[src/rtl/video_pkg.sv]
// Shared definitions for the video pattern generator: pattern modes,
// default 640x480 timing constants and the colour-bar lookup.
package video_pkg;

  typedef enum logic [1:0] {
    MODE_BARS     = 2'd0,
    MODE_GRADIENT = 2'd1,
    MODE_CHECKER  = 2'd2,
    MODE_SOLID    = 2'd3
  } pattern_mode_e;

  localparam int DEF_H_ACTIVE = 640;
  localparam int DEF_H_FP     = 16;
  localparam int DEF_H_SYNC   = 96;
  localparam int DEF_H_BP     = 48;
  localparam int DEF_V_ACTIVE = 480;
  localparam int DEF_V_FP     = 10;
  localparam int DEF_V_SYNC   = 2;
  localparam int DEF_V_BP     = 33;

  // Eight-bar table, left to right. Each entry is {R,G,B} on/off;
  // "on" means the channel is driven to full scale.
  function automatic logic [2:0] bar_rgb(input logic [2:0] idx);
    logic [2:0] rgb;
    case (idx)
      3'd0:    rgb = 3'b111;  // white
      3'd1:    rgb = 3'b110;  // yellow
      3'd2:    rgb = 3'b011;  // cyan
      3'd3:    rgb = 3'b010;  // green
      3'd4:    rgb = 3'b101;  // magenta
      3'd5:    rgb = 3'b100;  // red
      3'd6:    rgb = 3'b001;  // blue
      default: rgb = 3'b000;  // black
    endcase
    return rgb;
  endfunction

endpackage

[src/rtl/video_pattern_gen_if.sv]
// Video output bus of the pattern generator: colour channels, blanking,
// syncs and the frame-start marker. The generator drives it through the
// master modport; a display sink or bench observes it through slave.
interface video_pattern_gen_if #(
  parameter int COLOUR_W = 8
);

  logic [COLOUR_W-1:0] vga_red_o;
  logic [COLOUR_W-1:0] vga_green_o;
  logic [COLOUR_W-1:0] vga_blue_o;
  logic                vga_blank_o;
  logic                vga_hsync_o;
  logic                vga_vsync_o;
  logic                frame_start_o;

  modport master (
    output vga_red_o, vga_green_o, vga_blue_o,
    output vga_blank_o, vga_hsync_o, vga_vsync_o,
    output frame_start_o
  );

  modport slave (
    input vga_red_o, vga_green_o, vga_blue_o,
    input vga_blank_o, vga_hsync_o, vga_vsync_o,
    input frame_start_o
  );

endinterface

[src/rtl/video_timing.sv]
// Raster timing: horizontal/vertical pixel counters plus the combinational
// decode of active area, sync windows and the frame boundary. Counters are
// held at (0,0) while disabled so a restart always begins a clean frame.
module video_timing
  import video_pkg::*;
#(
  parameter int H_ACTIVE = DEF_H_ACTIVE,
  parameter int H_FP     = DEF_H_FP,
  parameter int H_SYNC   = DEF_H_SYNC,
  parameter int H_BP     = DEF_H_BP,
  parameter int V_ACTIVE = DEF_V_ACTIVE,
  parameter int V_FP     = DEF_V_FP,
  parameter int V_SYNC   = DEF_V_SYNC,
  parameter int V_BP     = DEF_V_BP,
  localparam int H_TOTAL = H_ACTIVE + H_FP + H_SYNC + H_BP,
  localparam int V_TOTAL = V_ACTIVE + V_FP + V_SYNC + V_BP,
  localparam int HW      = $clog2(H_TOTAL),
  localparam int VW      = $clog2(V_TOTAL)
) (
  input  logic          clk_i,
  input  logic          rst_i,
  input  logic          enable_i,
  output logic [HW-1:0] h_cnt,
  output logic [VW-1:0] v_cnt,
  output logic          active,
  output logic          hsync_on,
  output logic          vsync_on,
  output logic          frame_begin
);

  localparam logic [HW-1:0] H_LAST       = HW'(H_TOTAL - 1);
  localparam logic [VW-1:0] V_LAST       = VW'(V_TOTAL - 1);
  localparam logic [HW-1:0] H_ACT        = HW'(H_ACTIVE);
  localparam logic [VW-1:0] V_ACT        = VW'(V_ACTIVE);
  localparam logic [HW-1:0] H_SYNC_FIRST = HW'(H_ACTIVE + H_FP);
  localparam logic [HW-1:0] H_SYNC_LAST  = HW'(H_ACTIVE + H_FP + H_SYNC - 1);
  localparam logic [VW-1:0] V_SYNC_FIRST = VW'(V_ACTIVE + V_FP);
  localparam logic [VW-1:0] V_SYNC_LAST  = VW'(V_ACTIVE + V_FP + V_SYNC - 1);

  // Advance the raster position; end of line bumps the line counter.
  always_ff @(posedge clk_i or negedge rst_i) begin
    if (!rst_i) begin
      h_cnt <= '0;
      v_cnt <= '0;
    end else if (!enable_i) begin
      h_cnt <= '0;
      v_cnt <= '0;
    end else if (h_cnt == H_LAST) begin
      h_cnt <= '0;
      v_cnt <= (v_cnt == V_LAST) ? '0 : v_cnt + 1'b1;
    end else begin
      h_cnt <= h_cnt + 1'b1;
    end
  end

  // Decode visible area, sync windows and the first pixel of a frame.
  always_comb begin
    active      = (h_cnt < H_ACT) && (v_cnt < V_ACT);
    hsync_on    = (h_cnt >= H_SYNC_FIRST) && (h_cnt <= H_SYNC_LAST);
    vsync_on    = (v_cnt >= V_SYNC_FIRST) && (v_cnt <= V_SYNC_LAST);
    frame_begin = (h_cnt == '0) && (v_cnt == '0);
  end

endmodule

[src/rtl/video_pattern_gen.sv]
// Test-pattern video source: colour bars, gradient, checkerboard or a solid
// colour, with VGA-style blanking and syncs. All outputs are registered one
// cycle behind the raster counters. Pattern selection is captured at the
// frame boundary so a frame is never split between two patterns.
// Optional build macro VIDEO_PATTERN_GEN_MOTION_EN adds an 8-bit frame
// counter that scrolls the bars/gradient/checkerboard horizontally.
module video_pattern_gen
  import video_pkg::*;
#(
  parameter int H_ACTIVE  = DEF_H_ACTIVE,
  parameter int H_FP      = DEF_H_FP,
  parameter int H_SYNC    = DEF_H_SYNC,
  parameter int H_BP      = DEF_H_BP,
  parameter int V_ACTIVE  = DEF_V_ACTIVE,
  parameter int V_FP      = DEF_V_FP,
  parameter int V_SYNC    = DEF_V_SYNC,
  parameter int V_BP      = DEF_V_BP,
  parameter bit HSYNC_POL = 1'b0,
  parameter bit VSYNC_POL = 1'b0,
  parameter int COLOUR_W  = 8
) (
  input  logic                  clk_i,
  input  logic                  rst_i,
  input  logic                  enable_i,
  input  logic [1:0]            mode_i,
  input  logic [3*COLOUR_W-1:0] solid_rgb_i,
  video_pattern_gen_if.master   vga
);

  localparam int H_TOTAL = H_ACTIVE + H_FP + H_SYNC + H_BP;
  localparam int V_TOTAL = V_ACTIVE + V_FP + V_SYNC + V_BP;
  localparam int HW      = $clog2(H_TOTAL);
  localparam int VW      = $clog2(V_TOTAL);
  localparam int BAR_W   = H_ACTIVE / 8;

  logic [HW-1:0]         h_cnt;
  logic [VW-1:0]         v_cnt;
  logic                  active;
  logic                  hsync_on;
  logic                  vsync_on;
  logic                  frame_begin;

  pattern_mode_e         mode_q;
  pattern_mode_e         mode_cur;
  logic [3*COLOUR_W-1:0] solid_q;
  logic [3*COLOUR_W-1:0] solid_cur;

  logic [HW-1:0]         x_pix;
  logic [2:0]            bar_idx;
  logic [2:0]            bar_on;
  logic [COLOUR_W-1:0]   grad;
  logic                  cell_dark;
  logic [3*COLOUR_W-1:0] pix_rgb;

  logic [COLOUR_W-1:0]   red_q;
  logic [COLOUR_W-1:0]   green_q;
  logic [COLOUR_W-1:0]   blue_q;
  logic                  blank_q;
  logic                  hsync_q;
  logic                  vsync_q;
  logic                  frame_start_q;

  video_timing #(
    .H_ACTIVE (H_ACTIVE),
    .H_FP     (H_FP),
    .H_SYNC   (H_SYNC),
    .H_BP     (H_BP),
    .V_ACTIVE (V_ACTIVE),
    .V_FP     (V_FP),
    .V_SYNC   (V_SYNC),
    .V_BP     (V_BP)
  ) u_timing (
    .clk_i       (clk_i),
    .rst_i       (rst_i),
    .enable_i    (enable_i),
    .h_cnt       (h_cnt),
    .v_cnt       (v_cnt),
    .active      (active),
    .hsync_on    (hsync_on),
    .vsync_on    (vsync_on),
    .frame_begin (frame_begin)
  );

  // Capture pattern selection and solid colour once per frame.
  always_ff @(posedge clk_i or negedge rst_i) begin
    if (!rst_i) begin
      mode_q  <= MODE_BARS;
      solid_q <= '0;
    end else if (enable_i && frame_begin) begin
      mode_q  <= pattern_mode_e'(mode_i);
      solid_q <= solid_rgb_i;
    end
  end

  // The boundary pixel itself already belongs to the new frame, so it
  // uses the live inputs rather than the previous frame's latched copy.
  always_comb begin
    mode_cur  = frame_begin ? pattern_mode_e'(mode_i) : mode_q;
    solid_cur = frame_begin ? solid_rgb_i : solid_q;
  end

`ifdef VIDEO_PATTERN_GEN_MOTION_EN
  logic [7:0] frame_cnt;

  // Count completed frames; the offset changes exactly at the wrap to (0,0).
  always_ff @(posedge clk_i or negedge rst_i) begin
    if (!rst_i) begin
      frame_cnt <= '0;
    end else if (!enable_i) begin
      frame_cnt <= '0;
    end else if ((h_cnt == HW'(H_TOTAL - 1)) && (v_cnt == VW'(V_TOTAL - 1))) begin
      frame_cnt <= frame_cnt + 8'd1;
    end
  end

  // Scroll the pattern coordinate by the frame count, wrapping at x width.
  always_comb begin
    x_pix = h_cnt + HW'(frame_cnt);
  end
`else
  // Static pattern: the pattern coordinate is the raster column.
  always_comb begin
    x_pix = h_cnt;
  end
`endif

  // Pattern generation for the current raster position.
  always_comb begin
    bar_idx = 3'd0;
    for (int i = 1; i < 8; i++) begin
      if (x_pix >= HW'(i * BAR_W)) begin
        bar_idx = 3'(i);
      end
    end
    bar_on    = bar_rgb(bar_idx);
    grad      = COLOUR_W'(x_pix);
    cell_dark = x_pix[5] ^ v_cnt[5];
    pix_rgb   = '0;
    case (mode_cur)
      MODE_BARS:     pix_rgb = {{COLOUR_W{bar_on[2]}},
                                {COLOUR_W{bar_on[1]}},
                                {COLOUR_W{bar_on[0]}}};
      MODE_GRADIENT: pix_rgb = {grad, grad, grad};
      MODE_CHECKER:  pix_rgb = {3*COLOUR_W{~cell_dark}};
      MODE_SOLID:    pix_rgb = solid_cur;
      default:       pix_rgb = '0;
    endcase
  end

  // Output stage: one register for every output keeps them aligned.
  always_ff @(posedge clk_i or negedge rst_i) begin
    if (!rst_i) begin
      red_q         <= '0;
      green_q       <= '0;
      blue_q        <= '0;
      blank_q       <= 1'b1;
      hsync_q       <= ~HSYNC_POL;
      vsync_q       <= ~VSYNC_POL;
      frame_start_q <= 1'b0;
    end else if (!enable_i) begin
      red_q         <= '0;
      green_q       <= '0;
      blue_q        <= '0;
      blank_q       <= 1'b1;
      hsync_q       <= ~HSYNC_POL;
      vsync_q       <= ~VSYNC_POL;
      frame_start_q <= 1'b0;
    end else begin
      red_q         <= active ? pix_rgb[3*COLOUR_W-1 -: COLOUR_W] : '0;
      green_q       <= active ? pix_rgb[2*COLOUR_W-1 -: COLOUR_W] : '0;
      blue_q        <= active ? pix_rgb[COLOUR_W-1:0]             : '0;
      blank_q       <= ~active;
      hsync_q       <= hsync_on ? HSYNC_POL : ~HSYNC_POL;
      vsync_q       <= vsync_on ? VSYNC_POL : ~VSYNC_POL;
      frame_start_q <= frame_begin;
    end
  end

  assign vga.vga_red_o     = red_q;
  assign vga.vga_green_o   = green_q;
  assign vga.vga_blue_o    = blue_q;
  assign vga.vga_blank_o   = blank_q;
  assign vga.vga_hsync_o   = hsync_q;
  assign vga.vga_vsync_o   = vsync_q;
  assign vga.frame_start_o = frame_start_q;

endmodule

[src/flat_wrapper.sv]
// flat-port wrapper written by rule: the top's interface ports become plain ports
module video_pattern_gen_flat import video_pkg::*;
#(
  parameter int H_ACTIVE  = DEF_H_ACTIVE,
  parameter int H_FP      = DEF_H_FP,
  parameter int H_SYNC    = DEF_H_SYNC,
  parameter int H_BP      = DEF_H_BP,
  parameter int V_ACTIVE  = DEF_V_ACTIVE,
  parameter int V_FP      = DEF_V_FP,
  parameter int V_SYNC    = DEF_V_SYNC,
  parameter int V_BP      = DEF_V_BP,
  parameter bit HSYNC_POL = 1'b0,
  parameter bit VSYNC_POL = 1'b0,
  parameter int COLOUR_W  = 8
)
  (clk_i, rst_i, enable_i, mode_i, solid_rgb_i, vga_vga_red_o, vga_vga_green_o, vga_vga_blue_o, vga_vga_blank_o, vga_vga_hsync_o, vga_vga_vsync_o, vga_frame_start_o);
  video_pattern_gen_if #(.COLOUR_W(COLOUR_W)) vga_i ();
  input  logic clk_i;
  input  logic rst_i;
  input  logic enable_i;
  input  logic [1:0] mode_i;
  input  logic [3*COLOUR_W-1:0] solid_rgb_i;
  output wire logic [$bits(vga_i.vga_red_o)-1:0] vga_vga_red_o;
  output wire logic [$bits(vga_i.vga_green_o)-1:0] vga_vga_green_o;
  output wire logic [$bits(vga_i.vga_blue_o)-1:0] vga_vga_blue_o;
  output wire logic [$bits(vga_i.vga_blank_o)-1:0] vga_vga_blank_o;
  output wire logic [$bits(vga_i.vga_hsync_o)-1:0] vga_vga_hsync_o;
  output wire logic [$bits(vga_i.vga_vsync_o)-1:0] vga_vga_vsync_o;
  output wire logic [$bits(vga_i.frame_start_o)-1:0] vga_frame_start_o;
  assign vga_vga_red_o = vga_i.vga_red_o;
  assign vga_vga_green_o = vga_i.vga_green_o;
  assign vga_vga_blue_o = vga_i.vga_blue_o;
  assign vga_vga_blank_o = vga_i.vga_blank_o;
  assign vga_vga_hsync_o = vga_i.vga_hsync_o;
  assign vga_vga_vsync_o = vga_i.vga_vsync_o;
  assign vga_frame_start_o = vga_i.frame_start_o;
  video_pattern_gen #(.H_ACTIVE(H_ACTIVE), .H_FP(H_FP), .H_SYNC(H_SYNC), .H_BP(H_BP), .V_ACTIVE(V_ACTIVE), .V_FP(V_FP), .V_SYNC(V_SYNC), .V_BP(V_BP), .HSYNC_POL(HSYNC_POL), .VSYNC_POL(VSYNC_POL), .COLOUR_W(COLOUR_W)) u_core (.clk_i(clk_i), .rst_i(rst_i), .enable_i(enable_i), .mode_i(mode_i), .solid_rgb_i(solid_rgb_i), .vga(vga_i));
endmodule
[config.mk]
export PLATFORM = sky130hd
export DESIGN_NAME = video_pattern_gen_flat
export DESIGN_NICKNAME = d
export VERILOG_FILES = /design/src/rtl/video_pkg.sv /design/src/rtl/video_pattern_gen_if.sv /design/src/rtl/video_timing.sv /design/src/rtl/video_pattern_gen.sv /design/src/flat_wrapper.sv
export SDC_FILE = /design/constraint.sdc
export NUM_CORES = 1
export LEC_CHECK = 0
export ABC_AREA = 1
export CORE_MARGIN = 3
export CORE_UTILIZATION = 54
export DETAILED_ROUTE_END_ITERATION = 12
export PLACE_DENSITY = 0.83
export SKIP_LAST_GASP = 1
export SYNTH_ARGS = -nofsm -noshare
export SYNTH_HDL_FRONTEND = slang
export SYNTH_SLANG_ARGS = --single-unit
[constraint.sdc]
create_clock -name clk_i -period 2.24 [get_ports clk_i]
set_clock_uncertainty 0.1 [all_clocks]
set_input_delay 0.448 -clock clk_i [delete_from_list [all_inputs] [get_ports clk_i]]
set_output_delay 0.448 -clock clk_i [all_outputs]
set_load 0.01 [all_outputs]
# --- After elaboration in Yosys (flattened, before gate mapping) ---
# Cells that the tools add are included.
# W data, S select, Z words.
totals:
  register_bits: 74
  output_inout_bits: 28
  inputBits: 29
op_classes:
  n_eq_ne: 12
  n_reduce_logical: 9
  muxes: 28
  bitwise: 3
  magnitude_cmp: 13
  add_sub_neg: 2
op_table:
  columns: ["cell", "n"]
  rows:
  - ["$pmux W24 S4", 1]
  - ["$mux W10", 5]
  - ["$mux W8", 6]
  - ["$ge A10 B9 Y1 const B", 4]
  - ["$mux W24", 1]
  - ["$pmux W3 S7", 1]
  - ["$add A10 B1 Y10 const B", 2]
  - ["$eq A10 B10 Y1 const B", 2]
  - ["$ge A10 B10 Y1 const B", 2]
  - ["$ge A10 B8 Y1 const B", 2]
  - ["$logic_not A10 Y1", 2]
  - ["$mux W3", 4]
  - ["$ge A10 B7 Y1 const B", 1]
  - ["$le A10 B10 Y1 const B", 1]
  - ["$le A10 B9 Y1 const B", 1]
  - ["$lt A10 B10 Y1 const B", 1]
  - ["$lt A10 B9 Y1 const B", 1]
  - ["$eq A3 B3 Y1 const B", 3]
  - ["$mux W1", 7]
  - ["$eq A3 B2 Y1 const B", 2]
  - ["$mux W2", 3]
  - ["$logic_and A1 B1 Y1", 5]
  - ["$eq A2 B2 Y1 const B", 2]
  - ["$eq A3 B1 Y1 const B", 1]
  - ["other kinds (6)", 7]

# --- Logic depth before layout (Yosys ltp) ---
# Gate-level depths: netlist of the first run.
depth:
  depth_word: 13
  depth_mapped: 15
  depth_no_buf: 14

# --- Modules after synthesis ---
# Synthesis of the first run repeated with hierarchy kept, for this count alone.
unflattened:
  cells_unflattened: 538
  area_unflattened_um2: 3950.0
modules_own_cells:
  columns: ["mod", "area_per_inst_um2", "n_inst", "cells_per_inst"]
  rows:
  - ["video_pattern_gen", 2655.0, 1, 352]
  - ["video_timing", 1295.0, 1, 186]

# --- Least setup slack after synthesis of the first run ---
# No wires, ideal clock.
synth_timing:
  path_kind: "register to register"
  startpoint: "register u_core.u_timing.v_cnt[0]"
  endpoint: "register u_core.blue_q[4] (netlist: u_core.vga.vga_blue_o[4])"
  path_buffers: 2
  stages_incl_launch_ff: 16
  required_time_ns: 2.019
  period_less_slack_ns: 1.857
  setup_slack_ns: 0.383
  arrival_ns: 1.637
  cell_sequence: "dfrtp_1 inv_1 ha_1 inv_1 nor2_1 nand2_1 nor2_2 nand3_2 buf_6 nand2_4 nand2_4 nand2_4 buf_6 nand2_1 nor2_1 nor2_1"
synth_between:
  elab_chain_cells: 7
synth_lines:
  columns: ["element", "line_no", "rtl"]
  rows:
  - ["start, declared", "video_timing.sv:24", "output logic [VW-1:0] v_cnt,"]
  - ["start signal, assigned", "video_timing.sv:50", "v_cnt <= (v_cnt == V_LAST) ? '0 : v_cnt + 1'b1;"]
  - ["$logic_not A10 Y1", "video_timing.sv:61", "frame_begin = (h_cnt == '0) && (v_cnt == '0);"]
  - ["$logic_and A1 B1 Y1", "video_timing.sv:61", null]
  - ["$mux W2", "video_pattern_gen.sv:98", "mode_cur = frame_begin ? pattern_mode_e'(mode_i) : mode_q;"]
  - ["$eq A2 B2 Y1, or another cell as far along", "video_pattern_gen.sv:139", "case (mode_cur)"]
  - ["$pmux W24 S4", "video_pattern_gen.sv:139", null]
  - ["$mux W8 (*)", "video_pattern_gen.sv:171", "blue_q <= active ? pix_rgb[COLOUR_W-1:0] : '0;"]
  - ["$mux W8 (*)", "video_pattern_gen.sv:160", "end else if (!enable_i) begin"]
  - ["end signal, assigned", "video_pattern_gen.sv:171", null]
  - ["end, declared", "video_pattern_gen.sv:57", "logic [COLOUR_W-1:0] blue_q;"]
# Mark *: on every way between the ends. The rest lies on a longest branch, timed or not.
# A chain may end at the register's enable or synchronous reset.

# --- Final worst setup path of the first run ---
layout_timing:
  startpoint: "register u_core.u_timing.v_cnt[1]"
  endpoint: "register u_core.red_q[4] (netlist: u_core.vga.vga_red_o[4])"
layout_between:
  elab_chain_cells: 7
layout_lines:
  columns: ["element", "line_no", "rtl"]
  rows:
  - ["$logic_not A10 Y1", "video_timing.sv:61", null]
  - ["$logic_and A1 B1 Y1", "video_timing.sv:61", null]
  - ["$mux W2", "video_pattern_gen.sv:98", null]
  - ["$eq A2 B2 Y1, or another cell as far along", "video_pattern_gen.sv:139", null]
  - ["$pmux W24 S4", "video_pattern_gen.sv:139", null]
  - ["$mux W8 (*)", "video_pattern_gen.sv:169", "red_q <= active ? pix_rgb[3*COLOUR_W-1 -: COLOUR_W] : '0;"]
  - ["$mux W8 (*)", "video_pattern_gen.sv:160", null]
  - ["end signal, assigned", "video_pattern_gen.sv:169", null]
  - ["end, declared", "video_pattern_gen.sv:55", "logic [COLOUR_W-1:0] red_q;"]
# Marked as above.

==> reports/qor.tcl, run 1 <==
set qor(dp_worst_setup_slack_ps) 112
set qor(cts_tree) {built}
set qor(power_switching_share_pct) 32.5
set qor(worst_hold_path_type) {in2async}
set qor(ys_types) 36
set qor(layout-area-overhead-vs-synth_pct) 23.1
set qor(run_status) {finished, final reports clean}
set qor(worstSetupEndpointType) {flip-flop}
set qor(dieArea_mm2) 0.00888
set qor(synth.yosys.seq_area_share_pct) 44.1
set qor(synthesis.yosys.warnings) 0
set qor(die_y_um) 94.2
set qor(register_area_mm2) 0.00186
set qor(drt_wl_total_mm) 10.3
set qor(post-dp-hpwl_mm) 7.42
set qor(track_usage_pct) 24.9
set qor(drive_above_1_share_pct) 14.0
set qor(grt_start_max_net_pins) 75
set qor(timing.max_cap.violations) 0
set qor(die_x_um) 94.2
set qor(synth_fp_nets) 580
set qor(route.antenna.remaining_nets) 0
set qor(cp_launch_type) {flip-flop}
set qor(antenna_found_initial) 0
set qor(power.switching_mw) 1.15
set qor(synthCells) 547
set qor(critical_path_arrival_ps) 2270
set qor(reg2reg_slack_ps) 160
set qor(p_int_mw) 2.38
set qor(crit_slowest_cell) {sky130_fd_sc_hd__dfrtp_1}
set qor(starting_utilization_of_the_core_area_pct) 56.7
set qor(synth_enable_flop_cells) 0
set qor(power.clock.fraction_pct) 25.6
set qor(met1_layer_usage_reported_by_global_route_pct) 32.6
set qor(row_count) 31
set qor(core_region_area_mm2) 0.00741
set qor(worst_path_most_repeated_cell) {sky130_fd_sc_hd__inv_1}
set qor(rr_startpoint) {u_core.u_timing.v_cnt[1]}
set qor(power.ir.vdd_worst_mv) 0.399
set qor(timing.fmax_mhz) 480
set qor(vias_in_the_first_global_route) 3679
set qor(global_route.usage.met3_pct) 4.97
set qor(crit_required_ps) 2430
set qor(finalWorstSetupSlack_ps) 155
set qor(finalHoldViolations) 0
set qor(synth.top_cell.area_share_pct) 42.3
set qor(p_total_mw) 3.52
set qor(boundaryPins) 57
set qor(final_nets) 649
set qor(share_seq_of_total_power_pct) 45.5
set qor(power_leakage_nw) 2.63
set qor(drcViolationCount) 0
set qor(post_synth_most_frequent_cells) {sky130_fd_sc_hd__nand2_1 (172), sky130_fd_sc_hd__dfrtp_1 (71), sky130_fd_sc_hd__inv_1 (62), sky130_fd_sc_hd__nor2_1 (47), sky130_fd_sc_hd__nand3_1 (34)}
set qor(via_per_inst) 5.35
set qor(setup_viol_count_final) 0
set qor(filler_cell_count) 579
set qor(wire_per_inst_um) 14.3
set qor(cellPowerDensity_mw_per_mm2) 681
set qor(grt_first_pass_wirelength_mm) 17.2
set qor(timing.setup.critical_path_class) {reg2reg}
set qor(cts_max_level) 3
set qor(multiInputGateArea_mm2) 0.00198
set qor(post_synth.cell_area_avg_um2) 7.69
set qor(synth_most_common_cell) {sky130_fd_sc_hd__nand2_1}
set qor(cts.path.max_buffers) 2
set qor(timing.critical_path.to) {u_core.vga.vga_red_o[4]}
set qor(global_route_congestion_overflow_total) 0
set qor(cts_hold_buffers) 0
set qor(vias) 3853
set qor(combPwrFrac_pct) 28.9
set qor(reg2reg_to) {u_core.vga.vga_red_o[4]}
set qor(ys_async_rst_share_pct) 100
set qor(drt_first_iter_violations) 446
set qor(ordered_list_of_cells_on_the_worst_path) {inv_1, ha_1, inv_1, nor2_1, nand2_1, nor2_4, nand4_1, buf_4, nand3_4, nand2_4, nand3_1, nand2_1, inv_1}
set qor(netlist_top_cells_area) {sky130_fd_sc_hd__dfrtp_1 (42%), sky130_fd_sc_hd__nand2_1 (15%), sky130_fd_sc_hd__inv_1 (5.5%)}
set qor(critical_path.startpoint) {u_core.u_timing.v_cnt[1]}
set qor(grt_busiest_layer) {met2}
set qor(clk-insertion-delay-late_ps) 350
set qor(mappedNetlistArea_mm2) 0.00420
set qor(yosys.area.top_type) {sky130_fd_sc_hd__dfrtp_1}
set qor(final.period_utilization_pct) 93.1
set qor(gp_congestion) 0.904
set qor(gr-usage-met2_pct) 40.5
set qor(port_buffers) 56
set qor(tightest_slew_ps) 422
set qor(root_buffer) {sky130_fd_sc_hd__clkbuf_8}
set qor(synth-seq-cells) 74
set qor(final_core_utilization_pct) 69.9
set qor(clk_transition_reported_paths_ps) 80
set qor(crit_fanout) 12
set qor(synth-main-ff-cell) {sky130_fd_sc_hd__dfrtp_1}
set qor(cts_inserted_buffers) 9
set qor(antennaDiodeCount) 0
set qor(timing.slew.headroom_pct) 71.8
set qor(worst_path_largest_cell_delay_ps) 410
set qor(worst_r2r_path_depth) 13
set qor(post-route-min-period_ps) 2080
set qor(drt_pass_1_iters) 7
set qor(clkSinkCount) 74
set qor(slew_violations) 0
==> layer usage <==
layer,part of all wire (%),vias to the layer above
li1,-,1883
met1,42,1795
met2,49,148
met3,6.9,27
met4,2.2,0
met5,0,-
==> flip-flops by register name (all words and copies together) (netlist names) <==
register,count
u_core.vga.vga_red_o,8
u_core.u_timing.h_cnt,10
u_core.vga.vga_vsync_o,1
u_core.vga.vga_blank_o,1
u_core.vga.vga_hsync_o,1
u_core.u_timing.v_cnt,10
u_core.solid_q,24
u_core.mode_q,2
u_core.vga.vga_green_o,8
u_core.vga.frame_start_o,1
u_core.vga.vga_blue_o,8
==> critical path: cells and delay by family (launching register included) <==
| kind | cells | cell delay (ps) |
|---|---|---|
| buffers and inverters | 4 | 390 |
| adder cells (fa/ha/maj) | 1 | 140 |
| flip-flops | 1 | 410 |
| AND/OR/NAND/NOR | 8 | 990 |
==> logic make-up (layout without fill, tap and decap cells) <==
group	Yosys count	after routing	synth area share, %
buffers and inverters	92	164	10.5
adder cells (fa/ha/maj)	4	4	1.19
AND/OR/NAND/NOR	322	324	36.8
XOR/XNOR	4	4	0.833
flip-flops	74	74	44.1
AO/OA/AOI/OAI	51	51	6.49
==> power by group through the flow <==
| stage | clock [mW] | sequential, mW | combinational, mW |
|---|---|---|---|
| 2_1_floorplan | 0 | 1.64 | 0.577 |
| 3_5_place_dp | 0 | 1.62 | 0.975 |
| 6_report | 0.901 | 1.60 | 1.02 |
| 4_1_cts | 0.934 | 1.60 | 0.979 |
| 5_1_grt | 0.993 | 1.62 | 1.13 |
| 3_3_place_gp | 0 | 1.62 | 0.944 |
==> metrics by stage <==
stage	cell area, um^2	TNS [ps]	hold slack (ps)	std cells
2_1_floorplan	4200	0	52.4	547
3_3_place_gp	4910	0	363	698
3_5_place_dp	4910	0	365	698
4_1_cts	5070	0	19.1	714
5_1_grt	5180	-16.6	27.8	720
6_report	5180	0	16.2	720
==> worst min path at each step <==
stage / startpoint / endpoint / slack, ps / cells after the start
2_1_floorplan: rst_i / u_core.mode_q[0] / 50 / 0
3_3_place_gp: u_core.solid_q[10] / u_core.solid_q[10] / 360 / 2
3_5_place_dp: u_core.solid_q[23] / u_core.solid_q[23] / 370 / 2
4_1_cts: rst_i / u_core.solid_q[9] / 20 / 2
5_1_grt: rst_i / u_core.solid_q[13] / 30 / 2
6_report: rst_i / u_core.solid_q[8] / 20 / 2
==> what timing repair did <==
action / 4_1_cts / 5_1_grt
setup endpoints to repair: 0 / 24
gates resized for setup: 0 / 12
buffers inserted: 0 / 4
==> layout make-up <==
type / instances / area share [%]
clock buffer: 13 / 2.88
clock inverter: 3 / 0.338
inverter: 69 / 5.00
multi-input combinational: 383 / 38.3
sequential: 74 / 35.8
tap: 99 / 2.39
timing repair buffer: 79 / 15.3
==> cells in the final DEF, fill, tap and decap left out, types with 6 or more instances in the layout <==
| cell type | instances |
|---|---|
| sky130_fd_sc_hd__nor3_1 | 9 |
| sky130_fd_sc_hd__clkdlybuf4s50_1 | 55 |
| sky130_fd_sc_hd__nor2_1 | 46 |
| sky130_fd_sc_hd__clkbuf_8 | 10 |
| sky130_fd_sc_hd__nand3_1 | 33 |
| sky130_fd_sc_hd__a21oi_1 | 10 |
| sky130_fd_sc_hd__inv_2 | 6 |
| sky130_fd_sc_hd__nand4_1 | 23 |
| sky130_fd_sc_hd__nand2_4 | 8 |
| sky130_fd_sc_hd__dfrtp_1 | 71 |
| sky130_fd_sc_hd__nand3_2 | 11 |
| sky130_fd_sc_hd__inv_1 | 62 |
| sky130_fd_sc_hd__buf_4 | 18 |
| sky130_fd_sc_hd__o21ai_1 | 13 |
| sky130_fd_sc_hd__o21ai_0 | 20 |
| sky130_fd_sc_hd__nand2_1 | 170 |
Note: power is estimated with default switching activity, not from simulation.
==> run 2, diff against run 1 <==
--- a/config.mk
+++ b/config.mk
@@ -6,9 +6,10 @@
 export NUM_CORES = 1
 export LEC_CHECK = 0
 export ABC_AREA = 1
-export CORE_MARGIN = 3
+export CORE_MARGIN = 2
 export CORE_UTILIZATION = 54
 export DETAILED_ROUTE_END_ITERATION = 12
+export MAX_ROUTING_LAYER = met4
 export PLACE_DENSITY = 0.83
 export SKIP_LAST_GASP = 1
 export SYNTH_ARGS = -nofsm -noshare
==> run 2 against run 1 <==
  * The run now ends with negative hold slack left
  * Via count grew 3.8%
  * Clock power is 15% higher
  * Register-to-register slack got worse by 110 ps
  * Utilization down 1.9 points
  * Sequential power hardly changed
  * Non-clock buffer count increased by 3
  * Combinational power about the same
  * Wire length up 3.6%
  * Fmax shrank 4.9%
  * Sequential share of layout area down 0.15 points
  * Worst setup slack got worse by 110 ps
  * Critical path depth unchanged
  * Critical path type unchanged
==> reports/qor.tcl, run 2 (synthesis results as in run 1) <==
set qor(root_buffer) {sky130_fd_sc_hd__clkbuf_8}
set qor(finalWorstSetupSlack_ps) 48.8
set qor(dieArea_mm2) 0.00851
set qor(crit_slowest_cell) {sky130_fd_sc_hd__dfrtp_1}
set qor(drive_above_1_share_pct) 14.9
set qor(vias) 4001
set qor(timing.max_cap.violations) 0
set qor(number_of_flip_flops_under_the_largest_register_name) 24
set qor(layout.cells.most_common_list) {sky130_fd_sc_hd__nand2_1 (170), sky130_fd_sc_hd__dfrtp_1 (71), sky130_fd_sc_hd__inv_1 (62)}
set qor(finalHoldViolations) 7
set qor(grt_setup_unrepaired) {true}
set qor(cp_launch_type) {flip-flop}
set qor(final_nets) 653
set qor(power.ir.vdd_worst_mv) 0.360
set qor(gp_congestion) 0.930
set qor(clk-insertion-delay-late_ps) 360
set qor(rr_startpoint) {u_core.u_timing.v_cnt[1]}
set qor(worstSetupEndpointType) {flip-flop}
set qor(layout.cells.most_common) {sky130_fd_sc_hd__nand2_1}
set qor(top_register) {u_core.solid_q}
set qor(core_region_area_mm2) 0.00765
set qor(crit_fanout) 12
set qor(wire_per_inst_um) 14.7
set qor(drt_pass_1_iters) 5
set qor(row_count) 32
set qor(failed_checks) {negative hold slack}
set qor(cts_hold_buffers) 0
set qor(worst_path_most_repeated_cell) {sky130_fd_sc_hd__nor2_1}
set qor(worst_hold_path_type) {in2async}
set qor(clk_transition_reported_paths_ps) 80
set qor(worst_path_largest_cell_delay_ps) 410
set qor(reg.largest.list) {u_core.solid_q x24, u_core.u_timing.h_cnt x10, u_core.u_timing.v_cnt x10}
set qor(antenna_found_initial) 0
set qor(critical_path_cell_count) 13
set qor(cts_max_level) 3
set qor(hold-worst-slack_ps) -8.78
set qor(die_x_um) 92.2
set qor(antennaDiodeCount) 0
set qor(tightest_slew_ps) 399
set qor(timing.setup.critical_path_class) {reg2reg}
set qor(cts_tree) {built}
set qor(cellPowerDensity_mw_per_mm2) 705
set qor(route.antenna.remaining_nets) 0
set qor(grt_first_pass_wirelength_mm) 17.3
set qor(worst_r2r_path_depth) 13
set qor(slew_violations) 0
set qor(via_per_inst) 5.50
set qor(timing.fmax_mhz) 456
set qor(global_route_congestion_overflow_total) 0
set qor(critPathBufInv) 2
set qor(final.period_utilization_pct) 97.8
set qor(starting_utilization_of_the_core_area_pct) 55.0
set qor(power_leakage_nw) 2.65
set qor(crit_required_ps) 2390
set qor(post-dp-hpwl_mm) 7.48
set qor(critical_path.startpoint) {u_core.u_timing.v_cnt[1]}
set qor(timing.slew.headroom_pct) 73.3
set qor(ordered_list_of_cells_on_the_worst_path) {inv_1, ha_1, inv_1, nor2_1, nand2_1, nor2_2, nand3_4, nand2_2, nand3_4, nand2_4, nand2_1, nor2_1, nor2_1}
set qor(drt_wl_total_mm) 10.7
set qor(drt_first_iter_violations) 281
set qor(run_status) {finished, violations left}
set qor(reg2reg_slack_ps) 50
set qor(layout-area-overhead-vs-synth_pct) 23.6
set qor(boundaryPins) 57
set qor(vias_in_the_first_global_route) 3733
set qor(die_y_um) 92.2
set qor(cp_top_delay_family) {simple AND/OR/NAND/NOR gates}
set qor(critical_path_arrival_ps) 2340
set qor(track_usage_pct) 26.7
set qor(drcViolationCount) 0
set qor(post-route-min-period_ps) 2190
set qor(cts.path.max_buffers) 2
set qor(cts_inserted_buffers) 9
set qor(clkSinkCount) 74
set qor(grt_start_max_net_pins) 75
set qor(port_buffers) 56
set qor(dp_worst_setup_slack_ps) 107
set qor(setup_viol_count_final) 0
==> run 2: worst paths after layout <==
check	end
hold reg to reg	u_core.solid_q[10]
min in group clk_i	u_core.solid_q[10]
setup reg to reg	u_core.vga.vga_blue_o[5]
hold / removal	u_core.solid_q[12]
setup / recovery	u_core.vga.vga_blue_o[5]
max in group asynchronous	u_core.vga.vga_blank_o
==> run 2: where the power goes <==
part / internal [mW] / leakage, nW / switching, mW
clock network: 0.519 / 0.101 / 0.521
registers: 1.51 / 0.950 / 0.0904
logic: 0.432 / 1.60 / 0.592
==> run 2: cell type report <==
class | count | area [um^2]
Multi-Input combinational cell | 384 | 1970
Inverter | 69 | 259
Timing Repair Buffer | 82 | 788
Sequential cell | 74 | 1860
Clock buffer | 10 | 128
Fill cell | 614 | 2450
Clock inverter | 6 | 66.3
Tap cell | 102 | 128
==> run 2: worst reg2reg max path: cells and delay by family, from the launching register on <==
kind	cells	cell delay (ps)
simple gates	10	1300
fa+ha+maj	1	130
buf+inv	2	130
flops	1	410
==> run 2: repair_timing <==
action	4_1_cts	5_1_grt
buffers inserted	0	3
resized for setup	0	11
endpoints found under the setup margin	0	24
==> run 2: metrics by stage <==
step	cells	utilization [%]	power (mW)	TNS, ps	instance area, um^2
floorplan	547	-	2.22	0	4200
global placement	705	64.3	2.57	0	4910
detailed placement	705	64.3	2.60	0	4910
CTS	721	66.8	3.63	0	5110
global route	727	68.0	3.88	-887	5200
finish	727	68.0	3.67	0	5200
==> run 2: layer usage <==
metal  vias to the layer above  global-route usage [%]  wire, um
li1                       1889                       -         -
met1                      1888                    31.6      4290
met2                       185                    44.0      5320
met3                        39                    4.19       666
met4                         0                    14.4       383
met5                         -                       -         0
==> run 3, diff against run 2 <==
--- a/config.mk
+++ b/config.mk
@@ -7,10 +7,10 @@
 export LEC_CHECK = 0
 export ABC_AREA = 1
 export CORE_MARGIN = 2
-export CORE_UTILIZATION = 54
+export CORE_UTILIZATION = 55
 export DETAILED_ROUTE_END_ITERATION = 12
 export MAX_ROUTING_LAYER = met4
-export PLACE_DENSITY = 0.83
+export PLACE_DENSITY = 0.84
 export SKIP_LAST_GASP = 1
 export SYNTH_ARGS = -nofsm -noshare
 export SYNTH_HDL_FRONTEND = slang
==> run 3 against run 2 <==
  * The flow now finishes without violations
  * Register-to-register slack about the same
  * Cell area rose by 1.1%
  * Largest power group unchanged
  * Worst setup slack better by 10 ps
  * Power grew 10%
==> reports/qor.tcl, run 3 (synthesis results as in run 1) <==
set qor(die_y_um) 91.4
set qor(final.period_utilization_pct) 97.4
set qor(drcViolationCount) 0
set qor(clkSinkCount) 74
set qor(boundaryPins) 57
set qor(clk-insertion-delay-late_ps) 360
set qor(layout.cells.most_common_list) {sky130_fd_sc_hd__nand2_1 (169), sky130_fd_sc_hd__dfrtp_1 (71), sky130_fd_sc_hd__inv_1 (62)}
set qor(root_buffer) {sky130_fd_sc_hd__clkbuf_8}
set qor(cts.path.max_buffers) 2
set qor(cellPowerDensity_mw_per_mm2) 769
set qor(power.switching_mw) 1.21
set qor(numPlacedInstances) 701
set qor(starting_utilization_of_the_core_area_pct) 57.3
set qor(setup_viol_count_final) 0
set qor(grt_first_pass_wirelength_mm) 17.0
set qor(post-route-min-period_ps) 2180
set qor(p_int_mw) 2.83
set qor(worstSetupEndpointType) {flip-flop}
set qor(timing.max_cap.violations) 0
set qor(antenna_found_initial) 0
set qor(final_cell_area_mm2) 0.00526
set qor(power_switching_share_pct) 30.0
set qor(drt_wl_total_mm) 10.8
set qor(timing.slew.headroom_pct) 71.7
set qor(row_count) 31
set qor(crit_required_ps) 2440
set qor(run_status) {finished, final reports clean}
set qor(final_core_utilization_pct) 71.7
set qor(drt_first_iter_violations) 391
set qor(tightest_slew_ps) 424
set qor(dieArea_mm2) 0.00836
set qor(p_total_mw) 4.04
set qor(vias_in_the_first_global_route) 3701
set qor(cts_tree) {built}
set qor(critical_path_arrival_ps) 2380
set qor(cts_max_level) 3
set qor(die_x_um) 91.4
set qor(share_seq_of_total_power_pct) 39.6
set qor(gp_congestion) 0.902
set qor(via_per_inst) 5.51
set qor(power_leakage_nw) 2.67
set qor(layout-area-overhead-vs-synth_pct) 25.0
set qor(track_usage_pct) 26.3
set qor(crit_fanout) 16
set qor(drt_pass_1_iters) 7
set qor(antennaDiodeCount) 0
set qor(wire_per_inst_um) 14.9
set qor(vias) 3973
set qor(route.antenna.remaining_nets) 0
set qor(number_of_flip_flops_under_the_largest_register_name) 24
set qor(fin_cells) 721
set qor(top_register) {u_core.solid_q}
set qor(placed_cell_area_mm2) 0.00490
set qor(timing.setup.critical_path_class) {reg2reg}
set qor(layout.cells.most_common) {sky130_fd_sc_hd__nand2_1}
set qor(clk_transition_reported_paths_ps) 90
set qor(drive_above_1_share_pct) 15.0
set qor(grt_start_max_net_pins) 75
set qor(cp_launch_type) {flip-flop}
set qor(finalHoldViolations) 0
set qor(global_route_congestion_overflow_total) 0
set qor(power.clock.fraction_pct) 35.0
set qor(slew_violations) 0
set qor(timing.fmax_mhz) 458
set qor(worst_hold_path_type) {in2async}
set qor(power.ir.vdd_worst_mv) 0.490
set qor(reg.largest.list) {u_core.solid_q x24, u_core.u_timing.h_cnt x10, u_core.u_timing.v_cnt x10}
set qor(post-dp-hpwl_mm) 7.53
set qor(core_region_area_mm2) 0.00733
set qor(combPwrFrac_pct) 25.4
set qor(final_nets) 650
set qor(port_buffers) 56
set qor(cts_inserted_buffers) 9
-- run 3: per-stage QoR --
step	setup slack (ps)	hold WS, ps	setup TNS, ps
4_1_cts	103	27.6	0
2_1_floorplan	383	52.4	0
5_1_grt	-60.2	50.5	-131
3_3_place_gp	216	362	0
3_5_place_dp	156	372	0
6_report	58.9	8.03	0
-- run 3: repair_timing --
| item | 4_1_cts | 5_1_grt |
|---|---|---|
| buffers inserted | 0 | 1 |
| gates resized for setup | 0 | 13 |
| endpoints found under the setup margin | 0 | 24 |
| hold buffers | 0 | 0 |
-- run 3: cell type report --
cell class                      instances  area [um^2]
Clock inverter                          6          138
Multi-Input combinational cell        384         1970
Clock buffer                           10          138
Fill cell                             551         2070
Timing Repair Buffer                   79          769
Sequential cell                        74         1860
Tap cell                               99          124
Inverter                               69          259
-- run 3: power by group through the flow --
stage	Sequential [mW]	Clock, mW	Combinational [mW]
after global placement	1.62	0	0.944
after detailed placement	1.62	0	0.976
after floorplan	1.64	0	0.577
after global routing	1.62	1.48	1.12
after CTS	1.60	1.42	0.983
final	1.60	1.42	1.03
-- run 3: worst max-delay path, cell delays in order (launching register included) --
cell                      delay (ps)
sky130_fd_sc_hd__dfrtp_1         440
sky130_fd_sc_hd__inv_1           110
sky130_fd_sc_hd__ha_1            160
sky130_fd_sc_hd__nand3_1         170
sky130_fd_sc_hd__nor2_2          200
sky130_fd_sc_hd__buf_4           190
sky130_fd_sc_hd__buf_4           230
sky130_fd_sc_hd__nand4_1         110
sky130_fd_sc_hd__nand2_1          90
sky130_fd_sc_hd__nand3_1         120
sky130_fd_sc_hd__nand3_1          90
sky130_fd_sc_hd__nand2_1          50
sky130_fd_sc_hd__inv_1            60
-- run 3: routing by layer --
metal	track usage, %	part of all wire, %	wire length [um]
met3	5.06	6.9	745
met4	10.7	3.4	368
met5	-	0	0
met1	32.0	41	4400
met2	43.0	49	5250
-- run 3: final timing paths --
check                                         start                 endpoint  slack [ps]  cells past startpoint
hold / removal                                rst_i        u_core.solid_q[8]           8                      2
max in group asynchronous                     rst_i   u_core.vga.vga_vsync_o        1700                      2
hold reg to reg                  u_core.solid_q[23]       u_core.solid_q[23]         390                      2
setup reg to reg           u_core.u_timing.h_cnt[0]  u_core.vga.vga_red_o[7]          60                     12
setup / recovery           u_core.u_timing.h_cnt[0]  u_core.vga.vga_red_o[7]          60                     12
min in group clk_i               u_core.solid_q[23]       u_core.solid_q[23]         390                      2
